<file path="src/rtl/man_cpa_pipe_pkg.sv">
// man_cpa_pipe_pkg: mantissa width derivation and the 4-bit priority encoder shared by the CPA and LZC.
package man_cpa_pipe_pkg;
  function automatic int man_w(int sig_width);
    return 2 * (sig_width + 1) + 5;
  endfunction
  function automatic int lzc_w(int w);
    return $clog2(w + 1);
  endfunction
  function automatic logic [1:0] pri4(logic [3:0] a);
    return a[3] ? 2'd0 : a[2] ? 2'd1 : a[1] ? 2'd2 : 2'd3;
  endfunction
endpackage

</file>
<file path="src/rtl/man_lzc.sv">
// man_lzc: leading-zero counter for up to 63 bits, built as a three-level tree of 4-bit priority encoders.
module man_lzc
  import man_cpa_pipe_pkg::*;
#(
  parameter int W     = 53,
  parameter int LZC_W = 6
) (
  input  logic [W-1:0]     x,
  output logic [LZC_W-1:0] lzc,
  output logic             zero
);
  // A sentinel one just below x makes an all-zero input count to exactly W.
  logic [63:0] p;
  logic [15:0] v1;
  logic [1:0]  p1 [16];
  logic [3:0]  v2;
  logic [1:0]  p2 [4];
  logic [1:0]  p3, g2;
  logic [3:0]  g1;
  logic [5:0]  cnt;
  assign p = 64'({x, 1'b1}) << (63 - W);
  for (genvar g = 0; g < 16; g++) begin : g_l1
    assign v1[g] = |p[4*g+3 -: 4];
    assign p1[g] = pri4(p[4*g+3 -: 4]);
  end
  for (genvar g = 0; g < 4; g++) begin : g_l2
    assign v2[g] = |v1[4*g+3 -: 4];
    assign p2[g] = pri4(v1[4*g+3 -: 4]);
  end
  always_comb begin
    p3  = pri4(v2);
    g2  = 2'd3 - p3;
    g1  = {g2, 2'd3 - p2[g2]};
    cnt = {p3, p2[g2], p1[g1]};
  end
  assign lzc  = LZC_W'(cnt);
  assign zero = ~|x;
endmodule

</file>
<file path="src/rtl/man_cpa_pipe.sv">
// man_cpa_pipe: two-stage split carry-propagate adder resolving a sum/carry mantissa pair,
// with leading-zero count and zero flag on the output, behind an elastic valid/ready pipe.
module man_cpa_pipe
  import man_cpa_pipe_pkg::*;
#(
  parameter  int SIG_WIDTH = 23,
  parameter  int TAG_WIDTH = 4,
  localparam int MAN_W     = man_w(SIG_WIDTH),
  localparam int LZC_W     = lzc_w(MAN_W)
) (
  input  logic                 clk,
  input  logic                 rst_n,
  input  logic                 in_valid,
  output logic                 in_ready,
  input  logic [MAN_W-1:0]     in_sum,
  input  logic [MAN_W-1:0]     in_carry,
  input  logic [TAG_WIDTH-1:0] in_tag,
  output logic                 out_valid,
  input  logic                 out_ready,
  output logic [MAN_W-1:0]     out_man,
  output logic [LZC_W-1:0]     out_lzc,
  output logic                 out_zero,
  output logic [TAG_WIDTH-1:0] out_tag
);
  localparam int LO_W = MAN_W / 2;
  localparam int HI_W = MAN_W - LO_W;
  logic                 s1_valid, s2_valid, s1_cy, s1_adv, s2_adv;
  logic [LO_W-1:0]      s1_lo;
  logic [HI_W-1:0]      s1_hs, s1_hc;
  logic [TAG_WIDTH-1:0] s1_tag, s2_tag;
  logic [MAN_W-1:0]     s2_man;
  assign s2_adv   = !s2_valid || out_ready;
  assign s1_adv   = !s1_valid || s2_adv;
  assign in_ready = rst_n && s1_adv;
  always_ff @(posedge clk or negedge rst_n) begin
    if (!rst_n) begin
      s1_valid <= 1'b0;
      s2_valid <= 1'b0;
      s1_cy    <= 1'b0;
      s1_lo    <= '0;
      s1_hs    <= '0;
      s1_hc    <= '0;
      s1_tag   <= '0;
      s2_man   <= '0;
      s2_tag   <= '0;
    end else begin
      if (s2_adv) begin
        s2_valid <= s1_valid;
        if (s1_valid) begin
          s2_man <= {s1_hs + s1_hc + HI_W'(s1_cy), s1_lo};
          s2_tag <= s1_tag;
        end
      end
      if (s1_adv) begin
        s1_valid <= in_valid;
        if (in_valid) begin
          {s1_cy, s1_lo} <= {1'b0, in_sum[LO_W-1:0]} + {1'b0, in_carry[LO_W-1:0]};
          s1_hs          <= in_sum[MAN_W-1:LO_W];
          s1_hc          <= in_carry[MAN_W-1:LO_W];
          s1_tag         <= in_tag;
        end
      end
    end
  end
  assign out_valid = s2_valid;
  assign out_man   = s2_man;
  assign out_tag   = s2_tag;
  man_lzc #(.W(MAN_W), .LZC_W(LZC_W)) u_lzc (
    .x   (s2_man),
    .lzc (out_lzc),
    .zero(out_zero)
  );
endmodule

</file>
<file path="config.mk">
export PLATFORM = sky130hd
export DESIGN_NAME = man_cpa_pipe
export DESIGN_NICKNAME = d
export VERILOG_FILES = /design/src/rtl/man_cpa_pipe_pkg.sv /design/src/rtl/man_lzc.sv /design/src/rtl/man_cpa_pipe.sv
export SDC_FILE = /design/constraint.sdc
export NUM_CORES = 1
export LEC_CHECK = 0
export ABC_CLOCK_PERIOD_IN_PS = 3100
export CAP_MARGIN = 40
export CORE_ASPECT_RATIO = 0.9
export CORE_MARGIN = 5
export CORE_UTILIZATION = 47
export CTS_CLUSTER_DIAMETER = 60
export CTS_CLUSTER_SIZE = 16
export DETAILED_ROUTE_END_ITERATION = 12
export GPL_TIMING_DRIVEN = 0
export PLACE_DENSITY = 0.82
export SLEW_MARGIN = 20
export SYNTH_ARGS = -nofsm -noshare
export SYNTH_HDL_FRONTEND = slang
export SYNTH_HIERARCHICAL = 1
export SYNTH_SLANG_ARGS = --single-unit
export TNS_END_PERCENT = 20
</file>
<file path="constraint.sdc">
create_clock -name clk -period 3.1 [get_ports clk]
set_clock_uncertainty 0.1 [all_clocks]
set_input_delay 0.62 -clock clk [delete_from_list [all_inputs] [get_ports clk]]
set_output_delay 0.62 -clock clk [all_outputs]
set_load 0.01 [all_outputs]
</file>
==> out/summary.txt, run 1 <==
status: complete, but fails checks
failing checks: setup timing
Die W: 153 um
commonest non-fill, non-tap cell in the layout: clkdlybuf4s50_1
Mapped Area: 8630 um^2
via count: 7629
Most common cell on crit path: nor4_4
clk_lat worst skew: 0.42 ns
starting density of the core: 0.473
first-pass GRT wire length: 39700 um
EDFF count, synth: 0
DRC marker count from the first detailed-route iteration: 633
sequential area share after synthesis: 0.418
setup_tns: -1.60 ns
Synth Area per Inst: 10.2 um^2
ys async rst share: 1.00
worst-margin pin slew: 0.800 ns
clock sinks: 144
post-layout worst setup margin: -0.665 ns
GRT Total Usage: 0.232
H-tree depth: 4
commonest non-fill, non-tap cells in the layout: clkdlybuf4s50_1 (172), dfrtp_1 (140), mux2_2 (93), nand2_1 (83), a21oi_1 (65)
die span in y: 139 um
fin. max-slew vios: 0
vias in the first global route: 7457
clock share of power: 0.233
Synth Net Count: 1018
Critical Path RT: 2.38 ns
fin crit period: 3.77 ns
Detailed Route WL: 25300 um
I/O pins: 180
CP arrival: 3.05 ns
# fillers: 1447
root buffer cell: clkbuf_16
Reg clk slew, reported paths: 0.07 ns
Final Hold Slack: 0.0309 ns
Cell Area, Placed: 10800 um^2
switch share: 0.378
Storage cell area: 3610 um^2
Peak VDD IR: 0.486 mV
P_int: 5420 uW
CTS max path bufs: 2
buffers and inverters on the worst path: 2
Final HPWL DP: 19100 um
Hold Vio Cnt, Final: 0
Place WS: -0.984 ns
ANT nets after route: 0
number of port buffers: 179
Fmax: 266 MHz
DRC: 0
Yosys reg bits: 144
Ys Warns: 6
area of the multi-input gates: 5030 um^2
crit-path cells: nor4_4 -> buf_4 -> nand4_1 -> a21oi_4 -> nor3_1 -> mux2_2 -> o311ai_4 -> nor4_4 -> buf_2
antenna violations before repair: 0
r2r worst-path depth: 9
Row Count: 47
die area: 21200 um^2
Combinational Power Share: 0.420
PD cells: 743 nW/um^2
# setup viols final: 6
Max Cap Violations: 0
Crit path max-delay family: simple AND/OR/NAND/NOR gates
critical path depth: 9
max incr delay on CP: 0.44 ns
HP Class: in2async
WS Path Type: reg2out
GR Overflow Total: 0
Final Total Pwr: 8710 uW
fin area: 11700 um^2
RSZ-0062 raised after global routing: true
sequential share of power: 0.347
RD Place Congestion: 0.928
largest net degree at the start of global routing: 87
Leak: 0.00491 uW
cts-stage hold buffer count: 0
top_reg_cell synth: dfrtp_1
switching power: 3290 uW
Worst Path Max Fanout: 8
First-pass DRT Iterations: 7
CTS tree: yes
share of post-route cells with drive strength above 1: 0.191
fin crit share: 1.21
core area: 18200 um^2
final net count: 1233
synth unique cells: 76
CTS Buf Count: 17
WL/cell: 19.1 um
Worst path slowest cell: dfrtp_1
# diodes: 0
via/cell ratio: 5.77
Rel. slew slack: 0.467
Post-Syn Instances: 850
area delta synth->final: 35.8%
Startpoint Class: register
CP endpoint kind: output pin
worst reg2reg max path, delay by kind of cell, from the launching register on:
family,cells,cell delay [ns]
adder cells (fa/ha/maj),1,0.50
flip-flops,1,0.45
AO/OA/AOI/OAI,7,1.66
XOR/XNOR,1,0.19
per-layer routing:
layer / track usage / part of all wire
met2: 0.350 / 0.46
met4: 0.0708 / 0.021
met5: 0 / 0
met3: 0.0643 / 0.077
met1: 0.328 / 0.45
synth_stat cells, types with 3 or more instances:
cell,count,area [um^2]
o311ai_0,4,35.0
fa_1,3,60.1
o211ai_1,7,52.6
inv_1,29,109
clkbuf_1,26,97.6
nand2b_1,8,50.1
dfrtp_1,144,3600
a21oi_2,3,26.3
mux2_2,93,1050
a31oi_1,6,37.5
nor4_1,13,81.3
nor3_1,10,50.1
o31ai_1,4,30.0
buf_6,3,33.8
a2111oi_0,4,35.0
nand3_1,15,75.1
a21o_1,15,113
nor4_2,3,37.5
nand2_1,83,312
xor2_1,26,228
o21ai_1,26,130
and3_1,5,31.3
o21ai_0,48,240
or4_1,6,45.0
nand4_1,13,81.3
and4_1,3,26.3
nor2b_1,9,56.3
nor2_1,35,131
a21oi_1,67,335
o21bai_1,3,22.5
ha_1,51,638
o21a_1,5,37.5
a211oi_1,7,52.6
and2_1,5,31.3
xnor2_1,20,175
sequential cells by signal, summed over array words and instances (netlist names):
signal     flops
s1_hc         27
s1_tag         4
out_man       53
s1_valid       1
s1_lo         26
out_valid      1
s1_cy          1
s1_hs         27
out_tag        4
final cells by class:
type / instances / area share
clock buffer: 18 / 0.0366
timing repair buffer: 196 / 0.164
buffer: 33 / 0.0132
clock inverter: 14 / 0.0132
multi-input combinational: 643 / 0.429
tap: 245 / 0.0262
inverter: 30 / 0.00982
sequential: 144 / 0.308
power groups by stage:
stage	Sequential [uW]	Clock (uW)	Combinational (uW)
after floorplan	2920	0	1760
after global routing	3090	2140	3950
final	3020	2030	3660
after detailed placement	2940	0	3310
after CTS	2980	2060	3510
after global placement	2910	0	3260
kinds of logic (layout without fill, tap and decap cells):
kind of cell               Yosys count  count (layout)  synth area share
and+or+nand+nor                    219             219             0.128
AOI/OAI and AO/OA                  230             230             0.174
xor gates and xnor gates            46              46            0.0467
muxes                               94              94             0.122
buffers and inverters               63             291            0.0310
adders and majority gates           54              54            0.0809
DFF                                144             144             0.418
stage by stage:
| step | utilization | cells |
|---|---|---|
| global route | 0.643 | 1323 |
| global placement | 0.589 | 1274 |
| CTS | 0.636 | 1317 |
| detailed placement | 0.591 | 1275 |
| finish | 0.643 | 1323 |
| floorplan | - | 850 |
repair_timing:
action,CTS,global route
buffers inserted,10,6
resized for setup,50,22
pin swaps,8,11
setup endpoints to repair,10,12
path summary, 6_finish.rpt:
kind                                         startpoint                      end  slack, ns
worst max-delay path            out_man[48]$_DFFE_PN0P_               out_lzc[1]      -0.67
worst min-delay path                              rst_n    s1_hs[23]$_DFFE_PN0P_       0.03
min in group clk                   s1_lo[5]$_DFFE_PN0P_     s1_lo[5]$_DFFE_PN0P_       0.38
worst min register to register     s1_lo[5]$_DFFE_PN0P_     s1_lo[5]$_DFFE_PN0P_       0.38
worst max register to register        s1_cy$_DFFE_PN0P_  out_man[45]$_DFFE_PN0P_       0.07
max in group asynchronous                         rst_n  out_man[34]$_DFFE_PN0P_       2.07
Power figures use the tool's default switching activity.
==> inputs of run 2 (changes only) <==
--- a/config.mk
+++ b/config.mk
@@ -5,16 +5,16 @@
 export SDC_FILE = /design/constraint.sdc
 export NUM_CORES = 1
 export LEC_CHECK = 0
-export ABC_CLOCK_PERIOD_IN_PS = 3100
+export ABC_CLOCK_PERIOD_IN_PS = 3900
 export CAP_MARGIN = 40
 export CORE_ASPECT_RATIO = 0.9
 export CORE_MARGIN = 5
-export CORE_UTILIZATION = 47
+export CORE_UTILIZATION = 52
 export CTS_CLUSTER_DIAMETER = 60
 export CTS_CLUSTER_SIZE = 16
 export DETAILED_ROUTE_END_ITERATION = 12
 export GPL_TIMING_DRIVEN = 0
-export PLACE_DENSITY = 0.82
+export PLACE_DENSITY = 0.86
 export SLEW_MARGIN = 20
 export SYNTH_ARGS = -nofsm -noshare
 export SYNTH_HDL_FRONTEND = slang
==> constraint.sdc (replaced) <==
create_clock -name clk -period 3.9 [get_ports clk]
set_clock_uncertainty 0.1 [all_clocks]
set_input_delay 0.78 -clock clk [delete_from_list [all_inputs] [get_ports clk]]
set_output_delay 0.78 -clock clk [all_outputs]
set_load 0.01 [all_outputs]
==> out/summary.txt, run 2 (synthesis gave the netlist of run 1 again) <==
CTS tree: yes (unchanged)
WL/cell: 19.0 um (was 19.1 um)
Leak: 0.00490 uW (was 0.00491 uW)
FF-to-FF Start: s1_cy$_DFFE_PN0P_ (unchanged)
CP arrival: 3.06 ns (was 3.05 ns)
Place WS: -0.415 ns (was -0.984 ns)
Die W: 146 um (was 153 um)
status: complete, but fails checks (unchanged)
share of post-route cells with drive strength above 1: 0.191 (about the same)
Final HPWL DP: 17800 um (was 19100 um)
# diodes: 0 (unchanged)
commonest non-fill, non-tap cells in the layout: clkdlybuf4s50_1 (176), dfrtp_1 (136), mux2_2 (93), nand2_1 (83), a21oi_1 (66) (was clkdlybuf4s50_1 (172), dfrtp_1 (140), mux2_2 (93), nand2_1 (83), a21oi_1 (65))
GR Overflow Total: 0 (unchanged)
r2r worst-path depth: 9 (unchanged)
PD cells: 586 nW/um^2 (was 743 nW/um^2)
Detailed Route WL: 24500 um (was 25300 um)
core area: 16200 um^2 (was 18200 um^2)
Max Cap Violations: 0 (unchanged)
clock sinks: 144 (unchanged)
I/O pins: 180 (unchanged)
First-pass DRT Iterations: 7 (unchanged)
worst-margin pin slew: 0.737 ns (was 0.800 ns)
CTS Buf Count: 17 (unchanged)
die area: 19300 um^2 (was 21200 um^2)
Peak VDD IR: 0.436 mV (was 0.486 mV)
RR Endpoint: out_man[49]$_DFFE_PN0P_ (was out_man[45]$_DFFE_PN0P_)
fin area: 11600 um^2 (was 11700 um^2)
first-pass GRT wire length: 39000 um (was 39700 um)
RD Place Congestion: 0.946 (was 0.928)
cts-stage hold buffer count: 0 (unchanged)
die span in y: 132 um (was 139 um)
fin crit period: 3.94 ns
Fmax: 254 MHz
fin crit share: 1.01
post-layout util: 0.714 (was 0.643)
vias in the first global route: 7558 (was 7457)
Reg clk slew, reported paths: 0.07 ns (about the same)
# setup viols final: 2 (was 6)
CP endpoint kind: output pin (unchanged)
Worst Path Max Fanout: 5 (was 8)
final net count: 1236 (was 1233)
CP startpoint: out_man[44]$_DFFE_PN0P_ (was out_man[48]$_DFFE_PN0P_)
number of port buffers: 179 (unchanged)
post-layout worst setup margin: -0.0380 ns (was -0.665 ns)
Final Hold Slack: 0.193 ns (was 0.0309 ns)
Cell Area, Placed: 10700 um^2 (was 10800 um^2)
Critical Path RT: 3.02 ns (was 2.38 ns)
number of flip-flops in the largest register: 53 (unchanged)
Hold Vio Cnt, Final: 0 (unchanged)
Startpoint Class: register (unchanged)
HP Class: in2async (unchanged)
via/cell ratio: 5.99 (was 5.77)
RSZ-0062 raised after global routing: true (unchanged)
CTS max path bufs: 2 (unchanged)
starting density of the core: 0.531 (was 0.473)
failing checks: setup timing (unchanged)
clk_lat worst skew: 0.43 ns (was 0.42 ns)
via count: 7721 (was 7629)
WS Path Type: reg2out (unchanged)
DRC: 0 (unchanged)
reg2reg setup slack: 0.93 ns (was 0.07 ns)
root buffer cell: clkbuf_16 (unchanged)
largest net degree at the start of global routing: 75 (was 87)
fin. max-slew vios: 0 (unchanged)
# fillers: 1166 (was 1447)
commonest non-fill, non-tap cell in the layout: clkdlybuf4s50_1 (unchanged)
area delta synth->final: 34.4% (was 35.8%)
Rel. slew slack: 0.509 (was 0.467)
DRC marker count from the first detailed-route iteration: 722 (was 633)
ANT nets after route: 0 (unchanged)
antenna violations before repair: 0 (unchanged)
GRT Total Usage: 0.248 (was 0.232)
setup_tns: -0.0585 ns (was -1.60 ns)
Row Count: 44 (was 47)
H-tree depth: 4 (unchanged)
==> run 2: layout make-up <==
type	count	area [um^2]	area share
plain buffers	33	159	0.0137
multi-input cells	643	4940	0.426
clock buffers	17	425	0.0367
well taps	207	259	0.0223
inverters	30	113	0.00971
repair buffers	199	1960	0.169
flip-flops and latches	144	3610	0.312
clock inverters	15	126	0.0109
==> run 2: power breakdown <==
part           switching [uW]  total, uW  internal [uW]
registers                 497       2390           1900
clock network             694       1530            831
logic                    1420       2880           1460
total                    2610       6800           4180
==> run 2: per-stage QoR <==
stage / power [uW] / instances
6_report: 6800 / 1288
5_1_grt: 7140 / 1288
4_1_cts: 6650 / 1280
3_5_place_dp: 4910 / 1237
3_3_place_gp: 4840 / 1236
2_1_floorplan: 3720 / 850
==> run 2: metal layers <==
metal / wire length, um / GRT usage / share of wire
met1: 10500 / 0.336 / 0.43
met2: 11100 / 0.392 / 0.45
met3: 2190 / 0.0615 / 0.089
met4: 649 / 0.0796 / 0.027
met5: 0 / 0 / 0
==> run 2: worst max-delay path by stage <==
stage / endpoint / slack (ns)
2_1_floorplan: out_lzc[1] / 0.55
3_3_place_gp: in_ready / -3.98
3_5_place_dp: out_lzc[1] / -0.42
4_1_cts: out_lzc[0] / -0.02
5_1_grt: out_lzc[1] / -0.09
6_report: out_lzc[1] / -0.04
==> run 2: timing repair <==
item                       in CTS  in global routing
gates resized for setup        34                 21
pin swaps                      11                 13
buffers inserted               11                  8
setup endpoints to repair       2                  2
==> run 2: critical path, stage by stage, from the launching register on <==
cell and delay, ns:
dfrtp_2 0.44, buf_4 0.15, or4_1 0.41, o21ai_0 0.25
a32o_2 0.22, nor2_4 0.07, buf_4 0.14, or3_1 0.32
o311a_1 0.15, nor4_4 0.31, buf_2 0.19
